[config.mk]
export PLATFORM = sky130hd
export DESIGN_NAME = uart_bus_responder
export DESIGN_NICKNAME = d
export VERILOG_FILES = /design/src/rtl/uart_bus_responder.sv
export SDC_FILE = /design/constraint.sdc
export NUM_CORES = 1
export LEC_CHECK = 0
export BUFFER_PORTS_ARGS = -buffer_cell sky130_fd_sc_hd__buf_4
export CAP_MARGIN = 0
export CORE_UTILIZATION = 45
export CTS_CLUSTER_DIAMETER = 200
export DETAILED_ROUTE_END_ITERATION = 10
export GPL_TIMING_DRIVEN = 0
export HOLD_SLACK_MARGIN = 0.03
export PLACE_DENSITY = 0.59
export SYNTH_ARGS = -nofsm -noshare
export SYNTH_HDL_FRONTEND = slang
export SYNTH_SLANG_ARGS = --single-unit
[constraint.sdc]
create_clock -name CLK -period 5.1 [get_ports CLK]
set_input_delay 1.02 -clock CLK [delete_from_list [all_inputs] [get_ports CLK]]
set_output_delay 1.02 -clock CLK [all_outputs]
set_load 0.005 [all_outputs]
[src/rtl/uart_bus_responder.sv]
// uart_bus_responder: device side of the CPU serial-port handshake.
//   The CPU writes bytes with wrn and reads received bytes with rdn. The block
//   reports status on tbre/tsre/data_ready/rx_overrun and frames serial data on txd/rxd.
// Latency: a write is accepted on the cycle wrn falls. The THR loads on the next edge,
//   and START appears on txd one edge after that. A received byte shows on
//   bus_dout/data_ready one edge after its STOP sample.
// Backpressure: while tbre=0, writes are dropped silently. While data_ready=1, new RX bytes
//   are dropped and the sticky rx_overrun flag is set instead.
// Option: define UART_PARITY_EN to add an even-parity bit to both directions.
//   The default build is plain 8N1.
// Ports:
//   CLK, RST                 clock; synchronous active-high reset
//   wrn, rdn, bus_din        CPU write/read strobes (active-low) and write data
//   bus_dout, bus_doe        read data (RBR) and its bus drive-enable
//   tbre, tsre               transmit holding register empty / shifter idle
//   data_ready, rx_overrun   unread byte present / byte lost while full (sticky)
//   rxd, txd                 serial line (rxd asynchronous, txd idles high)
module uart_bus_responder #(
  parameter int CLKS_PER_BIT = 72
) (
  input  logic       CLK,
  input  logic       RST,
  input  logic       wrn,
  input  logic       rdn,
  input  logic [7:0] bus_din,
  output logic [7:0] bus_dout,
  output logic       bus_doe,
  output logic       tbre,
  output logic       tsre,
  output logic       data_ready,
  output logic       rx_overrun,
  input  logic       rxd,
  output logic       txd
);

  localparam int            CW       = $clog2(CLKS_PER_BIT);
  localparam logic [CW-1:0] CNT_LAST = CW'(CLKS_PER_BIT - 1);
  localparam logic [CW-1:0] CNT_MID  = CW'(CLKS_PER_BIT / 2 - 1);

`ifdef UART_PARITY_EN
  typedef enum logic [2:0] {TX_IDLE, TX_START, TX_DATA, TX_PAR, TX_STOP} tx_state_t;
  typedef enum logic [2:0] {RX_IDLE, RX_START, RX_DATA, RX_PAR, RX_STOP} rx_state_t;
`else
  typedef enum logic [1:0] {TX_IDLE, TX_START, TX_DATA, TX_STOP} tx_state_t;
  typedef enum logic [1:0] {RX_IDLE, RX_START, RX_DATA, RX_STOP} rx_state_t;
`endif

  // ---------------- CPU strobes ----------------
  logic r_wrn_q;
  logic r_rdn_q;
  logic w_wr_acc;
  logic w_rd_end;

  always_ff @(posedge CLK) begin
    if (RST) begin
      r_wrn_q <= 1'b1;
      r_rdn_q <= 1'b1;
    end else begin
      r_wrn_q <= wrn;
      r_rdn_q <= rdn;
    end
  end

  assign w_wr_acc = r_wrn_q & ~wrn;   // falling edge of wrn
  assign w_rd_end = ~r_rdn_q & rdn;   // rising edge of rdn

  // ---------------- transmit holding register ----------------
  logic [7:0] r_thr;
  logic       r_tbre;
  logic       w_tx_load;

  // A load and an accepted write are mutually exclusive: a load needs tbre=0,
  // and a write is only taken with tbre=1. So a write on the load edge is dropped.
  always_ff @(posedge CLK) begin
    if (RST) begin
      r_thr  <= 8'h00;
      r_tbre <= 1'b1;
    end else if (w_tx_load) begin
      r_tbre <= 1'b1;
    end else if (w_wr_acc && r_tbre) begin
      r_thr  <= bus_din;
      r_tbre <= 1'b0;
    end
  end

  // ---------------- TX FSM ----------------
  tx_state_t     r_tx_state, w_tx_state_nxt;
  logic [CW-1:0] r_tx_cnt,   w_tx_cnt_nxt;
  logic [2:0]    r_tx_bit,   w_tx_bit_nxt;
  logic [7:0]    r_tx_shift, w_tx_shift_nxt;
  logic          r_txd,      w_txd_nxt;
  logic          r_tsre,     w_tsre_nxt;
  logic          w_tx_last;
`ifdef UART_PARITY_EN
  logic          r_tx_par,   w_tx_par_nxt;
`endif

  assign w_tx_last = (r_tx_cnt == CNT_LAST);

  always_ff @(posedge CLK) begin
    if (RST) begin
      r_tx_state <= TX_IDLE;
      r_tx_cnt   <= '0;
      r_tx_bit   <= 3'd0;
      r_tx_shift <= 8'h00;
      r_txd      <= 1'b1;
      r_tsre     <= 1'b1;
`ifdef UART_PARITY_EN
      r_tx_par   <= 1'b0;
`endif
    end else begin
      r_tx_state <= w_tx_state_nxt;
      r_tx_cnt   <= w_tx_cnt_nxt;
      r_tx_bit   <= w_tx_bit_nxt;
      r_tx_shift <= w_tx_shift_nxt;
      r_txd      <= w_txd_nxt;
      r_tsre     <= w_tsre_nxt;
`ifdef UART_PARITY_EN
      r_tx_par   <= w_tx_par_nxt;
`endif
    end
  end

  // txd is registered. Each state sets the level for the next bit on the
  // edge that ends the current bit.
  always_comb begin
    w_tx_state_nxt = r_tx_state;
    w_tx_cnt_nxt   = r_tx_cnt;
    w_tx_bit_nxt   = r_tx_bit;
    w_tx_shift_nxt = r_tx_shift;
    w_txd_nxt      = r_txd;
    w_tsre_nxt     = r_tsre;
    w_tx_load      = 1'b0;
`ifdef UART_PARITY_EN
    w_tx_par_nxt   = r_tx_par;
`endif
    if (r_tx_state != TX_IDLE) begin
      w_tx_cnt_nxt = w_tx_last ? '0 : r_tx_cnt + 1'b1;
    end
    case (r_tx_state)
      TX_IDLE: begin
        if (!r_tbre) w_tx_load = 1'b1;
      end
      TX_START: begin
        if (w_tx_last) begin
          w_tx_state_nxt = TX_DATA;
          w_txd_nxt      = r_tx_shift[0];
        end
      end
      TX_DATA: begin
        if (w_tx_last) begin
          w_tx_bit_nxt = r_tx_bit + 3'd1;
          if (r_tx_bit == 3'd7) begin
`ifdef UART_PARITY_EN
            w_tx_state_nxt = TX_PAR;
            w_txd_nxt      = r_tx_par;
`else
            w_tx_state_nxt = TX_STOP;
            w_txd_nxt      = 1'b1;
`endif
          end else begin
            w_tx_shift_nxt = {1'b0, r_tx_shift[7:1]};
            w_txd_nxt      = r_tx_shift[1];
          end
        end
      end
`ifdef UART_PARITY_EN
      TX_PAR: begin
        if (w_tx_last) begin
          w_tx_state_nxt = TX_STOP;
          w_txd_nxt      = 1'b1;
        end
      end
`endif
      TX_STOP: begin
        if (w_tx_last) begin
          if (!r_tbre) begin
            w_tx_load = 1'b1;       // back-to-back frame, no idle gap
          end else begin
            w_tx_state_nxt = TX_IDLE;
            w_tsre_nxt     = 1'b1;
          end
        end
      end
      default: w_tx_state_nxt = TX_IDLE;
    endcase
    if (w_tx_load) begin
      w_tx_state_nxt = TX_START;
      w_tx_cnt_nxt   = '0;
      w_tx_bit_nxt   = 3'd0;
      w_tx_shift_nxt = r_thr;
      w_txd_nxt      = 1'b0;
      w_tsre_nxt     = 1'b0;
`ifdef UART_PARITY_EN
      w_tx_par_nxt   = ^r_thr;
`endif
    end
  end

  // ---------------- RX synchroniser ----------------
  logic r_rx_s1;
  logic r_rxs;

  always_ff @(posedge CLK) begin
    if (RST) begin
      r_rx_s1 <= 1'b1;
      r_rxs   <= 1'b1;
    end else begin
      r_rx_s1 <= rxd;
      r_rxs   <= r_rx_s1;
    end
  end

  // ---------------- RX FSM ----------------
  rx_state_t     r_rx_state, w_rx_state_nxt;
  logic [CW-1:0] r_rx_cnt,   w_rx_cnt_nxt;
  logic [2:0]    r_rx_bit,   w_rx_bit_nxt;
  logic [7:0]    r_rx_shift, w_rx_shift_nxt;
  logic          w_rx_ok;    // a complete, well-formed byte is in r_rx_shift
  logic          w_rx_last;
`ifdef UART_PARITY_EN
  logic          r_rx_par,   w_rx_par_nxt;
`endif

  assign w_rx_last = (r_rx_cnt == CNT_LAST);

  always_ff @(posedge CLK) begin
    if (RST) begin
      r_rx_state <= RX_IDLE;
      r_rx_cnt   <= '0;
      r_rx_bit   <= 3'd0;
      r_rx_shift <= 8'h00;
`ifdef UART_PARITY_EN
      r_rx_par   <= 1'b0;
`endif
    end else begin
      r_rx_state <= w_rx_state_nxt;
      r_rx_cnt   <= w_rx_cnt_nxt;
      r_rx_bit   <= w_rx_bit_nxt;
      r_rx_shift <= w_rx_shift_nxt;
`ifdef UART_PARITY_EN
      r_rx_par   <= w_rx_par_nxt;
`endif
    end
  end

  // After the mid-start sample, the counter restarts. Every later sample then
  // lands mid-bit, one full bit period apart.
  always_comb begin
    w_rx_state_nxt = r_rx_state;
    w_rx_cnt_nxt   = r_rx_cnt;
    w_rx_bit_nxt   = r_rx_bit;
    w_rx_shift_nxt = r_rx_shift;
    w_rx_ok        = 1'b0;
`ifdef UART_PARITY_EN
    w_rx_par_nxt   = r_rx_par;
`endif
    case (r_rx_state)
      RX_IDLE: begin
        if (!r_rxs) begin
          w_rx_state_nxt = RX_START;
          w_rx_cnt_nxt   = '0;
        end
      end
      RX_START: begin
        if (r_rx_cnt == CNT_MID) begin
          w_rx_cnt_nxt = '0;
          if (r_rxs) begin
            w_rx_state_nxt = RX_IDLE;   // false start (glitch)
          end else begin
            w_rx_state_nxt = RX_DATA;
            w_rx_bit_nxt   = 3'd0;
          end
        end else begin
          w_rx_cnt_nxt = r_rx_cnt + 1'b1;
        end
      end
      RX_DATA: begin
        if (w_rx_last) begin
          w_rx_cnt_nxt   = '0;
          w_rx_shift_nxt = {r_rxs, r_rx_shift[7:1]};
          w_rx_bit_nxt   = r_rx_bit + 3'd1;
          if (r_rx_bit == 3'd7) begin
`ifdef UART_PARITY_EN
            w_rx_state_nxt = RX_PAR;
`else
            w_rx_state_nxt = RX_STOP;
`endif
          end
        end else begin
          w_rx_cnt_nxt = r_rx_cnt + 1'b1;
        end
      end
`ifdef UART_PARITY_EN
      RX_PAR: begin
        if (w_rx_last) begin
          w_rx_cnt_nxt   = '0;
          w_rx_par_nxt   = r_rxs;
          w_rx_state_nxt = RX_STOP;
        end else begin
          w_rx_cnt_nxt = r_rx_cnt + 1'b1;
        end
      end
`endif
      RX_STOP: begin
        if (w_rx_last) begin
          w_rx_cnt_nxt   = '0;
          w_rx_state_nxt = RX_IDLE;   // leave at mid-stop for resync margin
`ifdef UART_PARITY_EN
          w_rx_ok = r_rxs & (r_rx_par == ^r_rx_shift);
`else
          w_rx_ok = r_rxs;
`endif
        end else begin
          w_rx_cnt_nxt = r_rx_cnt + 1'b1;
        end
      end
      default: w_rx_state_nxt = RX_IDLE;
    endcase
  end

  // ---------------- receive buffer / status ----------------
  logic [7:0] r_rbr;
  logic       r_data_ready;
  logic       r_rx_overrun;

  // If a read ends on the same edge that a byte arrives, the buffer counts as
  // free. The new byte is stored and no overrun is flagged.
  always_ff @(posedge CLK) begin
    if (RST) begin
      r_rbr        <= 8'h00;
      r_data_ready <= 1'b0;
      r_rx_overrun <= 1'b0;
    end else begin
      if (w_rd_end) begin
        r_data_ready <= 1'b0;
        r_rx_overrun <= 1'b0;
      end
      if (w_rx_ok) begin
        if (!r_data_ready || w_rd_end) begin
          r_rbr        <= r_rx_shift;
          r_data_ready <= 1'b1;
        end else begin
          r_rx_overrun <= 1'b1;
        end
      end
    end
  end

  // ---------------- outputs ----------------
  assign bus_dout   = r_rbr;
  assign bus_doe    = ~rdn & ~RST;
  assign tbre       = r_tbre;
  assign tsre       = r_tsre;
  assign txd        = r_txd;
  assign data_ready = r_data_ready;
  assign rx_overrun = r_rx_overrun;

endmodule

[Word-level counts from Yosys, hierarchy flattened]
Index checks and enable logic that the tools add are counted.
Word-level totals
  bits in latches: 0
  RAM bits: 0
  bits in read-only memories: 0
  logic and storage cells: 134
  input port bits: 13
  memories kept: 0
  output and inout bits: 14
  bits in registers: 65
Operators by class
  bitwise gates (word level): 8
  reduce and logical (&&, ||, !) cells: 27
  add/sub/neg operators: 4
  divide/modulo/power cells: 0
  multiplexer cells: 47
  equal/unequal tests: 28
  multipliers: 0
  $lt $le $gt $ge: 0
  shifts and indexed selects: 0
Operator list (count)
  2-to-1 mux 8 bit: 4
  2-to-1 mux 7 bit: 4
  != test 2 bit (second input constant): 12
  2-to-1 mux 2 bit: 11
  one-hot mux 7 bit (3 select lines): 1
  2-to-1 mux 1 bit: 19
  != test 3 bit (second input constant): 5
  adder 7 x 1 -> 7 bit (second input constant): 2
  equality test 7 bit (second input constant): 2
  AND reduction 6 bit: 2
  nonzero test 2 bit: 6
  2-to-1 mux 3 bit: 3
  AND reduction 3 bit: 3
  equality test 2 bit (second input constant): 4
  one-hot mux 2 bit (4 select lines): 1
  AND reduction 2 bit: 4
  equality test 7 x 6 -> 1 bit (second input constant): 1
  adder 3 x 1 -> 3 bit (second input constant): 2
  equality test 3 bit (second input constant): 2
  one-hot mux 2 bit (3 select lines): 1
  one-hot mux 3 bit (2 select lines): 1
  nonzero test 3 bit: 2
  inverter 1 bit: 5
  AND reduction 5 bit: 1
  10 further kinds: 16

[Depth between registers and ports, before layout]
  depth after elaboration: 5
  mapped depth: 8
  mapped depth without buffers: 6

[Worst setup path after synthesis]
OpenSTA, ideal clock, no wires.
  path type: input to output
  start point: in RST
  end point: out bus_doe
  path slack: 2.582 ns
  data required time: 4.080 ns
  arrival: 1.498 ns
  cell stages on the path: 3
  buffers on the path: 1
  cell sequence: clkbuf_1 -> or2_2 -> inv_1
Between the ends
  longest elaborated chain between the ends: 2
RTL lines
  start, declared: RTL line 22  | input logic RST,
  inverter 1 bit: RTL line 352  | assign bus_doe = ~rdn & ~RST;
  bitwise AND 1 bit: RTL line 352
  end, declared: RTL line 27  | output logic bus_doe,
Every way passes these cells.

[Final worst setup path]
Same ends and word-level chain as after synthesis.

==> results.py <==
metrics = {
    "sta": {
        "relSlewSlack_pct": 45.1,
        "finalSetupViolCount": 0,
        "holdWs_ns": 0.411,
        "worst_slack_ns": 2.38,
        "fmax_mhz": 367,
        "hold_viol_final": 0,
        "worst_pin_slew_ns": 0.818,
        "rsz0062_at_grt": "no",
        "finalCritPeriodShare_pct": 53.4,
        "skew_ns": 0.00906,
        "timing.final.crit_period_ns": 2.72,
        "finalSetupTns_ns": 0,
        "maxSlewViolCount": 0,
    },
    "worst_setup_path": {
        "reg2reg_depth": 7,
        "cpPeakStageDelay_ns": 0.32,
        "crit_chain": "clkbuf_1 > or2_2 > inv_1 > buf_4",
        "crit_fanout": 8,
        "cpMaxStageDelayCell": "or2_2",
        "reg2reg_from": "r_tx_state[1]",
        "cp-end-kind": "output port",
        "r2r_slack_ns": 2.85,
        "critPathLaunchType": "input pin",
        "worstPathRequired_ns": 4.08,
        "path_class": "input pin to output port",
        "reg2reg_to": "r_tx_state[1]",
        "cp.arrival_ns": 1.70,
    },
    "global_route": {
        "grt_pass1_vias": 2036,
        "grt_usage_pct": 19.1,
        "grt_pass1_wl_mm": 9.65,
        "grt_antenna_before_repair": 0,
        "grt_max_degree": 12,
        "grt_remaining_overflow": 0,
    },
    "min_path": {
        "min_from": "r_rx_s1",
        "hold_end": "r_rxs",
        "min_path_cells": 1,
        "hp-class": "register to register",
    },
    "synthesis": {
        "ys_seq_area_share_pct": 44.9,
        "synthArstFlopShare_pct": 0,
        "synth_top_area_share_pct": 44.9,
        "synth_edf_count": 0,
        "avgSynthCellArea_um2": 9.25,
        "synthFlopType": "dfxtp_1",
        "synth_area_leaders": "dfxtp_1 (45%), mux2i_1 (10%), nor2_1 (6.4%), ha_1 (4.3%), a21oi_1 (3.8%)",
        "ys_seq_elements": 65,
        "synthTopCellsByCount": "dfxtp_1 (65), nor2_1 (49), mux2i_1 (30), a21oi_1 (22), nand2_1 (13)",
        "synth_top_area_cell": "dfxtp_1",
        "yosys_warnings": 0,
        "yosysUniqueCellTypes": 47,
        "synth.most_common_cell": "dfxtp_1",
        "syn_area_um2": 2900,
        "syn-num-nets": 336,
        "synthCells": 313,
    },
    "clocking": {
        "postCtsHoldBufs": 0,
        "clkTransAtPathRegs_ns": 0.07,
        "root_buffer": "clkbuf_8",
        "clk_latency_ns": 0.34,
        "cts_tree": "done",
        "cts_resized": 0,
        "cts_setup_buffers": 0,
        "clkSinkCount": 65,
        "cts_inserted_buffers": 9,
        "htreeDepth": 3,
        "clockBufferDepth": 2,
    },
    "place": {
        "place_inst": 413,
        "place.port_buffers": 25,
        "dpl.hpwl_mm": 4.05,
        "gp_congestion": 0.885,
        "dp_worst_setup_slack_ns": 2.36,
    },
    "detailed_routing": {
        "drt_iter0_markers": 117,
        "routed_wl_mm": 5.80,
        "antenna_left": 0,
        "routedWlPerCell_um": 13.5,
        "drcViolationCount": 0,
        "num_vias": 2269,
        "first_pass_iters": 4,
        "post_drt_via_cell_ratio": 5.29,
    },
    "floorplan": {
        "die_h_um": 82.2,
        "die_w_um": 82.2,
        "io_pins": 27,
        "fp-row-count": 28,
        "core-area_um2": 6060,
        "start_util_pct": 47.8,
        "design.die.area_um2": 6760,
    },
    "power_and_ir_drop": {
        "powerDensity_nw_per_um2": 330,
        "p_leak_nw": 1.35,
        "ir_drop_mv": 0.179,
    },
    "cells_and_area": {
        "nets": 372,
        "area_growth_pct": 17.6,
        "layout.cells.non_filler": 429,
        "antenna_cells": 0,
        "drive_above_1_share_pct": 14.7,
    },
    "run_status": {
        "status": "completed",
    },
    "flow_run": {
        "maxCapViolCount": 0,
    },
}
layout make-up:
cell class	count	area (um2)
clock inverter	5	77.6
timing repair buffer	25	188
fill	568	2660
clock buffer	11	151
multi-input combinational	225	1500
inverter	9	33.8
sequential	65	1300
buffer	14	65.1
tap	75	93.8
per-stage QoR:
step           power (mW)  instance area, um2  utilization [%]
2_1_floorplan       0.607                2900                -
3_3_place_gp        0.637                3180             52.4
3_5_place_dp        0.637                3180             52.4
4_1_cts              1.14                3410             56.2
5_1_grt              1.17                3410             56.2
6_report             1.13                3410             56.2
worst max-delay path: cells and delay by family:
kind	cells	cell delay [ns]
and+or+nand+nor	1	0.32
buffers and inverters	3	0.36
placed cells by master, fill, tap and decap left out, drive strengths merged, types with 9 or more instances in the layout:
master | netlist | layout
nand3 | 10 | 10
nand2 | 13 | 13
inv | 9 | 9
clkbuf | 11 | 22
dfxtp | 65 | 65
mux2i | 30 | 30
buf | 3 | 28
nor2 | 49 | 49
ha | 10 | 10
a21oi | 22 | 22
cell families (layout without fill, tap and decap cells):
family	Yosys count	in the layout	share of synthesized area, %
multiplexers	30	30	10.4
AO/OA/AOI/OAI	57	57	13.2
flip-flops	65	65	44.9
buffers and inverters	23	64	3.41
XOR/XNOR	8	8	2.42
adder cells (fa/ha/maj)	10	10	4.32
AND/OR/NAND/NOR	120	120	21.3
where the power goes:
group | leakage, nW | internal (mW) | switching [mW]
registers | 0.528 | 0.526 | 0.0122
clock network | 0.115 | 0.300 | 0.200
logic | 0.705 | 0.0390 | 0.0480
total | 1.35 | 0.865 | 0.261
registers in the layout, summed over array words and instances (netlist names), 2 cells and up, named ones only:
signal      cells
r_rx_cnt        7
bus_dout        8
r_tx_state      2
r_tx_cnt        7
r_tx_bit        3
r_tx_shift      8
r_rx_bit        3
r_rx_shift      8
r_thr           8
worst max-delay path by stage:
stage | slack, ns | start | end | cells past startpoint
final | 2.38 | RST | bus_doe | 4
after global routing | 2.30 | RST | bus_doe | 4
after CTS | 2.35 | RST | bus_doe | 4
after detailed placement | 2.36 | RST | bus_doe | 4
after global placement | 2.35 | RST | bus_doe | 4
after floorplan | 2.58 | RST | bus_doe | 3
routing by layer:
layer	part of all wire [%]	up-vias	GRT usage, %	routed length, um
li1	-	1182	-	-
met1	53	1043	26.7	3070
met2	43	39	27.6	2470
met3	3.5	5	4.95	201
met4	1.1	0	7.89	65
met5	0	-	0	0
Note: power is estimated with default switching activity, not from simulation.
